==> config.mk <==
export PLATFORM = sky130hd
export DESIGN_NAME = des_f_sbox_round
export DESIGN_NICKNAME = d
export VERILOG_FILES = /design/src/rtl/des_f_sbox_round.sv
export SDC_FILE = /design/constraint.sdc
export NUM_CORES = 1
export LEC_CHECK = 0
export ABC_AREA = 1
export CELL_PAD_IN_SITES_DETAIL_PLACEMENT = 2
export CELL_PAD_IN_SITES_GLOBAL_PLACEMENT = 2
export CORE_MARGIN = 10
export CORE_UTILIZATION = 27
export CTS_CLUSTER_DIAMETER = 50
export DETAILED_ROUTE_END_ITERATION = 16
export GPL_ROUTABILITY_DRIVEN = 0
export PLACE_DENSITY_LB_ADDON = 0.1
export SLEW_MARGIN = 0
export SYNTH_ARGS = -nofsm -noshare
export SYNTH_HDL_FRONTEND = slang
export SYNTH_SLANG_ARGS = --single-unit
==> constraint.sdc <==
create_clock -name Clk -period 2.72 [get_ports Clk]
set_clock_uncertainty 0.1 [all_clocks]
set_input_delay 0.68 -clock Clk [delete_from_list [all_inputs] [get_ports Clk]]
set_output_delay 0.68 -clock Clk [all_outputs]
set_load 0.02 [all_outputs]
==> src/rtl/des_f_sbox_round.sv <==
// DES round f-function: key mix, eight S-boxes evaluated LANES at a time, then the P permutation.
// Valid/ready on both sides; a single operand is in flight at a time.
module des_f_sbox_round #(
  parameter int LANES = 2
) (
  input  logic        Clk,
  input  logic        Reset,
  input  logic        in_valid,
  output logic        in_ready,
  input  logic [47:0] expand_data,
  input  logic [47:0] subkey,
  output logic        out_valid,
  input  logic        out_ready,
  output logic [31:0] f_out
);

  localparam int NCYC = 8 / LANES;
  localparam int CW = (NCYC > 1) ? $clog2(NCYC) : 1;
  localparam logic [CW-1:0] CNT_LAST = CW'(NCYC - 1);

  typedef enum logic [1:0] {
    IDLE = 2'd0,
    CALC = 2'd1,
    DONE = 2'd2
  } state_t;

  state_t              state_r;
  logic [CW-1:0]       cnt_r;
  logic [47:0]         x_r;
  logic [31:0]         s_acc_r;
  logic [31:0]         f_out_r;
  logic                out_valid_r;
  logic [4*LANES-1:0]  nib_s;
  logic [31:0]         s_next_s;

  // One S-box row is packed as 16 nibbles, column 0 in the most significant nibble.
  function automatic logic [3:0] sbox(input logic [2:0] sel, input logic [5:0] b);
    logic [1:0]  row;
    logic [3:0]  col;
    logic [63:0] line;
    row  = {b[5], b[0]};
    col  = b[4:1];
    line = 64'h0;
    case ({sel, row})
      5'd0:  line = 64'hE4D12FB83A6C5907;
      5'd1:  line = 64'h0F74E2D1A6CB9538;
      5'd2:  line = 64'h41E8D62BFC973A50;
      5'd3:  line = 64'hFC8249175B3EA06D;
      5'd4:  line = 64'hF18E6B34972DC05A;
      5'd5:  line = 64'h3D47F28EC01A69B5;
      5'd6:  line = 64'h0E7BA4D158C6932F;
      5'd7:  line = 64'hD8A13F42B67C05E9;
      5'd8:  line = 64'hA09E63F51DC7B428;
      5'd9:  line = 64'hD709346A285ECBF1;
      5'd10: line = 64'hD6498F30B12C5AE7;
      5'd11: line = 64'h1AD069874FE3B52C;
      5'd12: line = 64'h7DE3069A1285BC4F;
      5'd13: line = 64'hD8B56F03472C1AE9;
      5'd14: line = 64'hA690CB7DF13E5284;
      5'd15: line = 64'h3F06A1D8945BC72E;
      5'd16: line = 64'h2C417AB6853FD0E9;
      5'd17: line = 64'hEB2C47D150FA3986;
      5'd18: line = 64'h421BAD78F9C5630E;
      5'd19: line = 64'hB8C71E2D6F09A453;
      5'd20: line = 64'hC1AF92680D34E75B;
      5'd21: line = 64'hAF427C9561DE0B38;
      5'd22: line = 64'h9EF528C3704A1DB6;
      5'd23: line = 64'h432C95FABE17608D;
      5'd24: line = 64'h4B2EF08D3C975A61;
      5'd25: line = 64'hD0B7491AE35C2F86;
      5'd26: line = 64'h14BDC37EAF680592;
      5'd27: line = 64'h6BD814A7950FE23C;
      5'd28: line = 64'hD2846FB1A93E50C7;
      5'd29: line = 64'h1FD8A374C56B0E92;
      5'd30: line = 64'h7B419CE206ADF358;
      5'd31: line = 64'h21E74A8DFC90356B;
      default: line = 64'h0;
    endcase
    sbox = line[(6'd60 - {col, 2'b00}) +: 4];
  endfunction

  // DES bit j lives at vector index 32-j, so each term is s[32 - P[i]].
  function automatic logic [31:0] p_perm(input logic [31:0] s);
    p_perm = {s[16], s[25], s[12], s[11], s[3],  s[20], s[4],  s[15],
              s[31], s[17], s[9],  s[6],  s[27], s[14], s[1],  s[22],
              s[30], s[24], s[8],  s[18], s[0],  s[5],  s[29], s[23],
              s[13], s[19], s[2],  s[26], s[10], s[21], s[28], s[7]};
  endfunction

  // Lane lookups: lane i handles S-box cnt*LANES+i from the top groups of x_r.
  always_comb begin
    nib_s = '0;
    for (int i = 0; i < LANES; i++) begin
      nib_s[4*(LANES-1-i) +: 4] = sbox(3'((int'(cnt_r) * LANES) + i), x_r[47-6*i -: 6]);
    end
  end

  // Shift-accumulate keeps the lower-numbered S-box in the more significant nibble.
  always_comb begin
    s_next_s = (s_acc_r << (4 * LANES)) | 32'(nib_s);
  end

  // Control FSM and datapath registers.
  always_ff @(posedge Clk) begin
    if (Reset) begin
      state_r     <= IDLE;
      cnt_r       <= '0;
      x_r         <= 48'h0;
      s_acc_r     <= 32'h0;
      f_out_r     <= 32'h0;
      out_valid_r <= 1'b0;
    end else begin
      case (state_r)
        IDLE: begin
          if (in_valid) begin
            x_r     <= expand_data ^ subkey;
            cnt_r   <= '0;
            s_acc_r <= 32'h0;
            state_r <= CALC;
          end
        end
        CALC: begin
          x_r     <= x_r << (6 * LANES);
          s_acc_r <= s_next_s;
          cnt_r   <= cnt_r + 1'b1;
          if (cnt_r == CNT_LAST) begin
            f_out_r     <= p_perm(s_next_s);
            out_valid_r <= 1'b1;
            state_r     <= DONE;
          end
        end
        DONE: begin
          if (out_ready) begin
            out_valid_r <= 1'b0;
            state_r     <= IDLE;
          end
        end
        default: begin
          state_r     <= IDLE;
          out_valid_r <= 1'b0;
        end
      endcase
    end
  end

  assign in_ready  = (state_r == IDLE) && !Reset;
  assign out_valid = out_valid_r;
  assign f_out     = f_out_r;

endmodule

=== Word level (Yosys, flattened, before mapping) ===
Memory sizes are Yosys's and may differ from the RTL's. A register that Yosys moved wholly into a read port is not among the register bits.
Index checks and enable logic that the tools add are counted.

* Bitwise gates (word level): 3
* Shift-type cells: 2
* Equal/unequal tests: 6
* $add $sub $neg: 4
* Mux-type cells: 15
* Reductions and logical operators: 8

{| class="wikitable"
|+ Operators by type and width
! kind !! count
|-
| $shiftx A64 B7 Y4 || 2
|-
| $pmux W48 S2 || 1
|-
| $mux W48 || 1
|-
| $pmux W24 S2 || 1
|-
| $xor A48 B48 Y48 || 1
|-
| $or A32 B8 Y32 || 1
|-
| $mux W24 || 1
|-
| $sub A6 B6 Y6 const A || 2
|-
| $mux W5 || 2
|-
| $mux W2 || 4
|-
| $ne A2 B2 Y1 const B || 3
|-
| $pmux W2 S3 || 1
|-
| $reduce_and A3 Y1 || 2
|-
| $eq A2 B2 Y1 const B || 2
|-
| $pmux W2 S2 || 1
|-
| $reduce_and A2 Y1 || 2
|-
| $add A3 B1 Y3 const B || 1
|-
| $pmux W1 S3 || 1
|-
| $add A2 B1 Y2 const B || 1
|-
| $eq A2 B1 Y1 const B || 1
|-
| $logic_not A2 Y1 || 1
|-
| $mux W1 || 2
|-
| $reduce_bool A2 Y1 || 1
|-
| $logic_and A1 B1 Y1 || 1
|-
| other kinds (2) || 2
|}

* Flip-flop bits (word level): 109
* Memory bits (read-only): 4,096
* Output and inout bits: 34
* Input bits: 100
* Memories kept: 2

{| class="wikitable"
|+ Memories
! name !! depth !! bits a word !! read ports !! clocked after Yosys merged registers in !! wr ports !! line !! source
|-
| (name not given) || 32 || 64 || 1 || 1 || 0 || 44 || <nowiki>case ({sel, row})</nowiki>
|-
| (name not given) || 32 || 64 || 1 || 0 || 0 || 44 ||
|}

=== Depth between registers and ports, before layout ===
Gate-level depths: netlist of run 1.

* Word-level depth: 5
* Depth in mapped cells: 16

=== Worst setup path after synthesis of run 1 ===
Ideal clock, no wire load.

* Path type: input -> register
* Start point: input Reset
* End point: register (tool-made name)
* Slack: 0.045 ns
* Library setup time: 0.135 ns
* Arrival time: 2.440 ns
* Cell stages on the path: 12
* Required time: 2.485 ns
* Path through: buf_2 inv_1 clkbuf_1 nand3_2 ha_1 inv_1 nor2_2 inv_1 nand2_1 inv_1 nand2_1 o211ai_1

{| class="wikitable"
|+ RTL lines
! item !! line !! source
|-
| start, declared || 7 || <nowiki>input logic Reset,</nowiki>
|}

=== Final worst setup path of run 1 ===
* Start point: register state_r[0]
* End point: output in_ready

* Word-level cells in the longest chain between the ends: 2

{| class="wikitable"
|+ RTL lines
! item !! line !! source
|-
| start, declared || 27 || <nowiki>state_t state_r;</nowiki>
|-
| start signal, assigned || 106 || <nowiki>state_r <= IDLE;</nowiki>
|-
| start signal, assigned || 119 || <nowiki>state_r <= CALC;</nowiki>
|-
| start signal, assigned || 129 || <nowiki>state_r <= DONE;</nowiki>
|-
| $logic_not A2 Y1 || 146 || <nowiki>assign in_ready = (state_r == IDLE) && !Reset;</nowiki>
|-
| $logic_and A1 B1 Y1 || 146 ||
|-
| end, declared || 9 || <nowiki>output logic in_ready,</nowiki>
|}

Every way passes these cells.

==> qor.yml, run 1 <==
postCtsSetupBuffers: 0
path_cells: "nor3_1 > buf_4 > clkdlybuf4s50_1"
wire_per_inst_um: 20.3
synth_cell_type_count: 39
antenna_found_initial: 1
dr.pass1.iters: 5
yosysWarnings: 0
top_usage_layer: "met2"
vias: 10200
final_common_cell: "nand2_1"
cts.path.max_buffers: 2
grt_pass1_vias: 10900
hp-class: "register to register"
ctsHtreeMaxLevel: 4
drive_gt1_share_pct: 10.7
rsz0062_at_grt: "false"
hold_viol: 0
port-buffer-count: 133
wl_um: 41400
dp_slack_ns: -0.425
ys_ff_latch: 173
seqPwrFrac_pct: 39.3
die_h_um: 207
overflow: 0
layout_common_cells: "nand2_1, dfxtp_1, o21ai_0"
setup_ws_ns: 0.0958
worstSetupEndpointType: "primary output"
dp_hpwl_um: 31400
ys_seq_area_share_pct: 36.8
timing.fmax_mhz: 381
crit_slowest_cell: "clkdlybuf4s50_1"
outcome: "completed"
viasPerCell: 5.00
netlist.area_leader.share_pct: 36.8
switchingPower_uw: 2720
max_stage_delay_ns: 0.61
whs_ns: 0.366
initial_core_util_pct: 27.3
clock_sinks: 173
path_class: "register to primary output"
coreArea_sq_um: 34500
dieArea_sq_um: 42700
area_delta_synth_final_pct: 31.1
path_max_fanout: 5
swShare_pct: 35.8
avgSynthCellArea_sq_um: 6.70
use_met3_pct: 3.11
grt_util_met1_pct: 25.7
drc_errors: 0
p_comb_share_pct: 29.0
clock_latency_ns: 0.43
postCtsHoldBufs: 0
synth_area_sq_um: 9410
irDropWorstVdd_mv: 0.487
fin_crit_ns: 2.62
drt_iter0_drc: 550
p_int_uw: 4870
final_cells: 2041
fillers: 4130
tightest_slew_ns: 1.08
drv_slew: 0
antenna_left: 0
numCtsBuffers: 17
diodes: 0
clkTransAtPathRegs_ns: 0.07
finalSetupViolations: 0
dp_cells: 2009
fp.dieW_um: 207
nets: 1692
power.leakage_uw: 0.00546
clkPwrFrac_pct: 31.7
critPathArrivalTime_ns: 1.84
worst_setup_path_start_kind: "register"
met2_usage_pct: 32.5
worstPathRequired_ns: 1.94
synth.area.top_cells: "dfxtp_1, nand2_1, o21ai_0"
grt_max_degree: 56
track_usage_pct: 19.5
period_share_pct: 96.5
rows: 68
root_buffer: "clkbuf_16"
maxSlewHeadroom_pct: 27.7
syn_nets: 1525
max-cap-violations: 0
io_pins: 134
finalPower_uw: 7590
grt_pass1_wl_um: 64900
cts_tree: "yes"
synth_top_area_cell: "dfxtp_1"
syn_inst: 1406
powerDensity_nw_per_um2: 615
-- cells in the mapped netlist, drive strengths merged --
cell      n
nor3      1
nand3   122
o211ai   24
a21oi   101
nor2    108
ha       19
a311oi   11
o21bai    7
nand2   378
or2       2
a32oi     6
inv     131
o22ai     2
xnor2    30
buf      42
a22oi     4
a31oi     2
nand4     2
o32ai     1
o21ai   178
dfxtp   173
mux2i    16
o31ai     4
xor2      1
clkbuf   41
-- per-layer routing --
metal  vias to the layer above  wire length, um
met5                         -               17
met4                         2              854
met3                        50             1840
met2                       218            19300
met1                      4991            19400
li1                       4934                -
-- area by class of cell --
class / instances / area (sq um) / area share [%]
Clock inverter: 14 / 143 / 1.16
Tap cell: 455 / 569 / 4.61
Timing Repair Buffer: 231 / 2120 / 17.1
Sequential cell: 173 / 3470 / 28.1
Inverter: 131 / 492 / 3.98
Multi-Input combinational cell: 1019 / 5130 / 41.6
Clock buffer: 18 / 429 / 3.48
-- power by group through the flow --
stage	Combinational (uW)	Clock (uW)	Sequential, uW
global placement	2140	0	3030
detailed placement	2180	0	3030
finish	2200	2410	2980
global route	2460	2600	3010
CTS	2200	2480	2980
floorplan	1240	0	2960
-- repair_timing --
| action | in CTS | in global routing |
|---|---|---|
| endpoints found under the hold margin | 0 | 0 |
| resized for setup | 0 | 14 |
| setup endpoints to repair | 0 | 43 |
-- logic make-up after synthesis --
| kind of cell | share of synthesized area [%] |
|---|---|
| xor+xnor | 2.88 |
| fa+ha+maj | 2.53 |
| mux | 1.70 |
| compound gates | 20.4 |
| simple gates | 26.7 |
| buf+inv | 9.04 |
| flops | 36.8 |
-- critical path, delay by kind of cell, from the launching register on --
| family | cells | cell delay, ns |
|---|---|---|
| buffers and inverters | 2 | 0.78 |
| DFF | 1 | 0.39 |
| and+or+nand+nor | 1 | 0.25 |
-- path summary, 6_finish.rpt --
kind,end,cells past startpoint,from,slack [ns]
max reg2reg,register,12,state_r[1]$_SDFFE_PP0P_,0.28
min,f_out[3]$_SDFFE_PP0P_,2,f_out[3]$_SDFFE_PP0P_,0.37
max,in_ready,3,state_r[0]$_SDFFE_PP0P_,0.1
min reg2reg,f_out[3]$_SDFFE_PP0P_,2,f_out[3]$_SDFFE_PP0P_,0.37
-- stage by stage --
step	util [%]	setup TNS, ns	instance area, sq um
2_1_floorplan	-	0	9410
3_3_place_gp	34.1	-8.67	11700
3_5_place_dp	34.1	-14.57	11700
4_1_cts	35.7	0	12300
5_1_grt	35.8	0	12300
6_report	35.8	0	12300
(Power assumes the default switching activity.)
==> inputs of run 2 (changes only) <==
--- a/config.mk
+++ b/config.mk
@@ -8,7 +8,7 @@
 export ABC_AREA = 1
 export CELL_PAD_IN_SITES_DETAIL_PLACEMENT = 2
 export CELL_PAD_IN_SITES_GLOBAL_PLACEMENT = 2
-export CORE_MARGIN = 10
+export CORE_MARGIN = 1
 export CORE_UTILIZATION = 27
 export CTS_CLUSTER_DIAMETER = 50
 export DETAILED_ROUTE_END_ITERATION = 16
==> run 2 against run 1 <==
  * First-iteration DRC count fell by 13%
  * Non-clock buffer count rose by 10
  * Cell area rose by 0.44%
  * Power rose by 1.1%
  * Global-route usage rose by 3.8 points
  * Register-to-register slack got worse by 0.096 ns
  * Fmax rose by 3.5%
  * Critical path type is now register to register
==> qor.yml, run 2 (synthesis gave the netlist of run 1 again) <==
outcome: "completed"
path_class: "register to register"
finalPower_uw: 7670  # +1.1%
worstSetupEndpointType: "register"
hp-class: "register to register"
hold_start: "f_out[28]$_SDFFE_PP0P_"
whs_endpoint: "f_out[28]$_SDFFE_PP0P_"
dp_cells: 2017  # +0.40%
drt_iter0_drc: 477  # -13%
numCtsBuffers: 17  # unchanged
finalSetupViolations: 0  # unchanged
io_pins: 134  # unchanged
clock_latency_ns: 0.45  # +0.02 ns
grt_pass1_vias: 11000  # +0.90%
nets: 1702  # +0.59%
clock_sinks: 173  # unchanged
rsz0062_at_grt: "false"
wl_um: 40800  # -1.5%
fin_tns_setup_ns: 0  # unchanged
final_cells: 2051  # +0.49%
diodes: 0  # unchanged
coreArea_sq_um: 34500  # unchanged
drv_slew: 0  # unchanged
maxSlewHeadroom_pct: 32.2  # +4.5 points
critPathArrivalTime_ns: 2.74  # +0.90 ns
area_delta_synth_final_pct: 31.7
critPathTopFamily: "simple AND/OR/NAND/NOR gates"
cts.path.max_buffers: 2  # unchanged
ctsHtreeMaxLevel: 4  # unchanged
cp_num_buf_inv: 5  # +3
setup_ws_ns: 0.184  # +0.0878 ns
worstPathRequired_ns: 2.93  # +0.99 ns
antenna_left: 0  # unchanged
timing.rr.start: "state_r[0]$_SDFFE_PP0P_"
hold_viol: 0  # unchanged
fin_crit_ns: 2.54  # -0.0878 ns
die_h_um: 189  # -8.7%
timing.fmax_mhz: 394  # +3.5%
post-route-util_pct: 36.0  # +0.16 points
final_common_cell: "nand2_1"
whs_path_depth: 2  # unchanged
r2r_slack_ns: 0.18  # -0.10 ns
fp.dieW_um: 189  # -8.7%
period_share_pct: 93.2  # -3.2 points
drive_gt1_share_pct: 11.1  # +0.37 points
dp_hpwl_um: 30800  # -1.8%
cts_tree: "yes"
overflow: 0  # unchanged
powerDensity_nw_per_um2: 619  # +0.68%
drc_errors: 0  # unchanged
grt_max_degree: 75  # +34%
power.leakage_uw: 0.00551  # +1.0%
fillers: 4113  # -0.41%
layout_common_cells: "nand2_1, dfxtp_1, o21ai_0"
tightest_slew_ns: 1.02  # -0.0670 ns
crit_slowest_cell: "dfxtp_1"
path_max_fanout: 4  # -1
initial_core_util_pct: 27.3  # unchanged
port-buffer-count: 133  # unchanged
worst_setup_path_start_kind: "register"
grt_pass1_wl_um: 64000  # -1.4%
track_usage_pct: 23.3  # +3.8 points
viasPerCell: 4.98  # -0.33%
dieArea_sq_um: 35600  # -17%
max_stage_delay_ns: 0.56  # -0.05 ns
wire_per_inst_um: 19.9  # -2.0%
max-cap-violations: 0  # unchanged
root_buffer: "clkbuf_16"
reg2regPathDepth: 14  # +2
dp_slack_ns: -0.380  # +0.0448 ns
dr.pass1.iters: 5  # unchanged
antenna_found_initial: 0  # -1
vias: 10200  # +0.16%
path_cells: "inv_1 > nor2_1 > nor2_1 > o21ai_0 > nand2_1 > nand2_2 > inv_1 > buf_4 > ha_1 > buf_4 > nor2_1 > inv_1 > nand2_2 > o21ai_0"
irDropWorstVdd_mv: 0.474  # -2.8%
rows: 68  # unchanged
clkTransAtPathRegs_ns: 0.07  # about the same
==> run 2: cell types whose count changed in the layout (fill, tap and decap cells not counted), moves of 3 or more <==
cell / before / now
nor2_1: 98 / 101
nor2_2: 7 / 4
buf_4: 93 / 107
clkinv_8: 2 / 5
buf_12: 4 / 1
==> run 2: power by group <==
| group | internal (uW) | total [uW] | switching (uW) |
|---|---|---|---|
| Combinational | 820 | 2190 | 1370 |
| Sequential | 2820 | 2980 | 156 |
| Clock | 1250 | 2510 | 1260 |
==> run 2: worst min-delay path, stage by stage (launching register included) <==
cell,delay [ns]
dfxtp_1,0.31
nand2_1,0.06
a21oi_1,0.05
==> run 2: cell type report <==
type	instances	area (sq um)	share of cell area, %
clock buffer	18	429	3.46
clock inverter	14	170	1.37
inverter	131	492	3.97
multi-input combinational	1019	5120	41.3
sequential	173	3460	27.9
tap	455	569	4.59
timing repair buffer	241	2150	17.3
==> run 2: how the worst max path moves through the flow <==
| stage | start | end | depth (start not counted) |
|---|---|---|---|
| final | state_r[0]$_SDFFE_PP0P_ | register | 14 |
| after global routing | state_r[0]$_SDFFE_PP0P_ | register | 14 |
| after CTS | in_valid | register | 14 |
| after detailed placement | in_valid | register | 12 |
| after global placement | in_valid | register | 12 |
| after floorplan | Reset | register | 12 |
==> run 2: timing repair <==
item,in CTS,in global routing
buffers inserted,0,2
gates resized for setup,1,7
hold buffers,0,0
pin swaps,0,1
endpoints found under the setup margin,1,24
hold endpoints to repair,0,0
==> run 2: stage by stage <==
| step | area (sq um) | hold slack [ns] |
|---|---|---|
| floorplan | 9410 | 0.341 |
| global placement | 11800 | 0.352 |
| detailed placement | 11800 | 0.357 |
| CTS | 12400 | 0.367 |
| global route | 12400 | 0.384 |
| finish | 12400 | 0.365 |
==> run 2: routing by layer <==
layer  GRT usage, %  routed length (um)
met3           3.35                1340
met4           7.32                1030
met5              0                   0
met1           30.7               19000
met2           38.9               19400
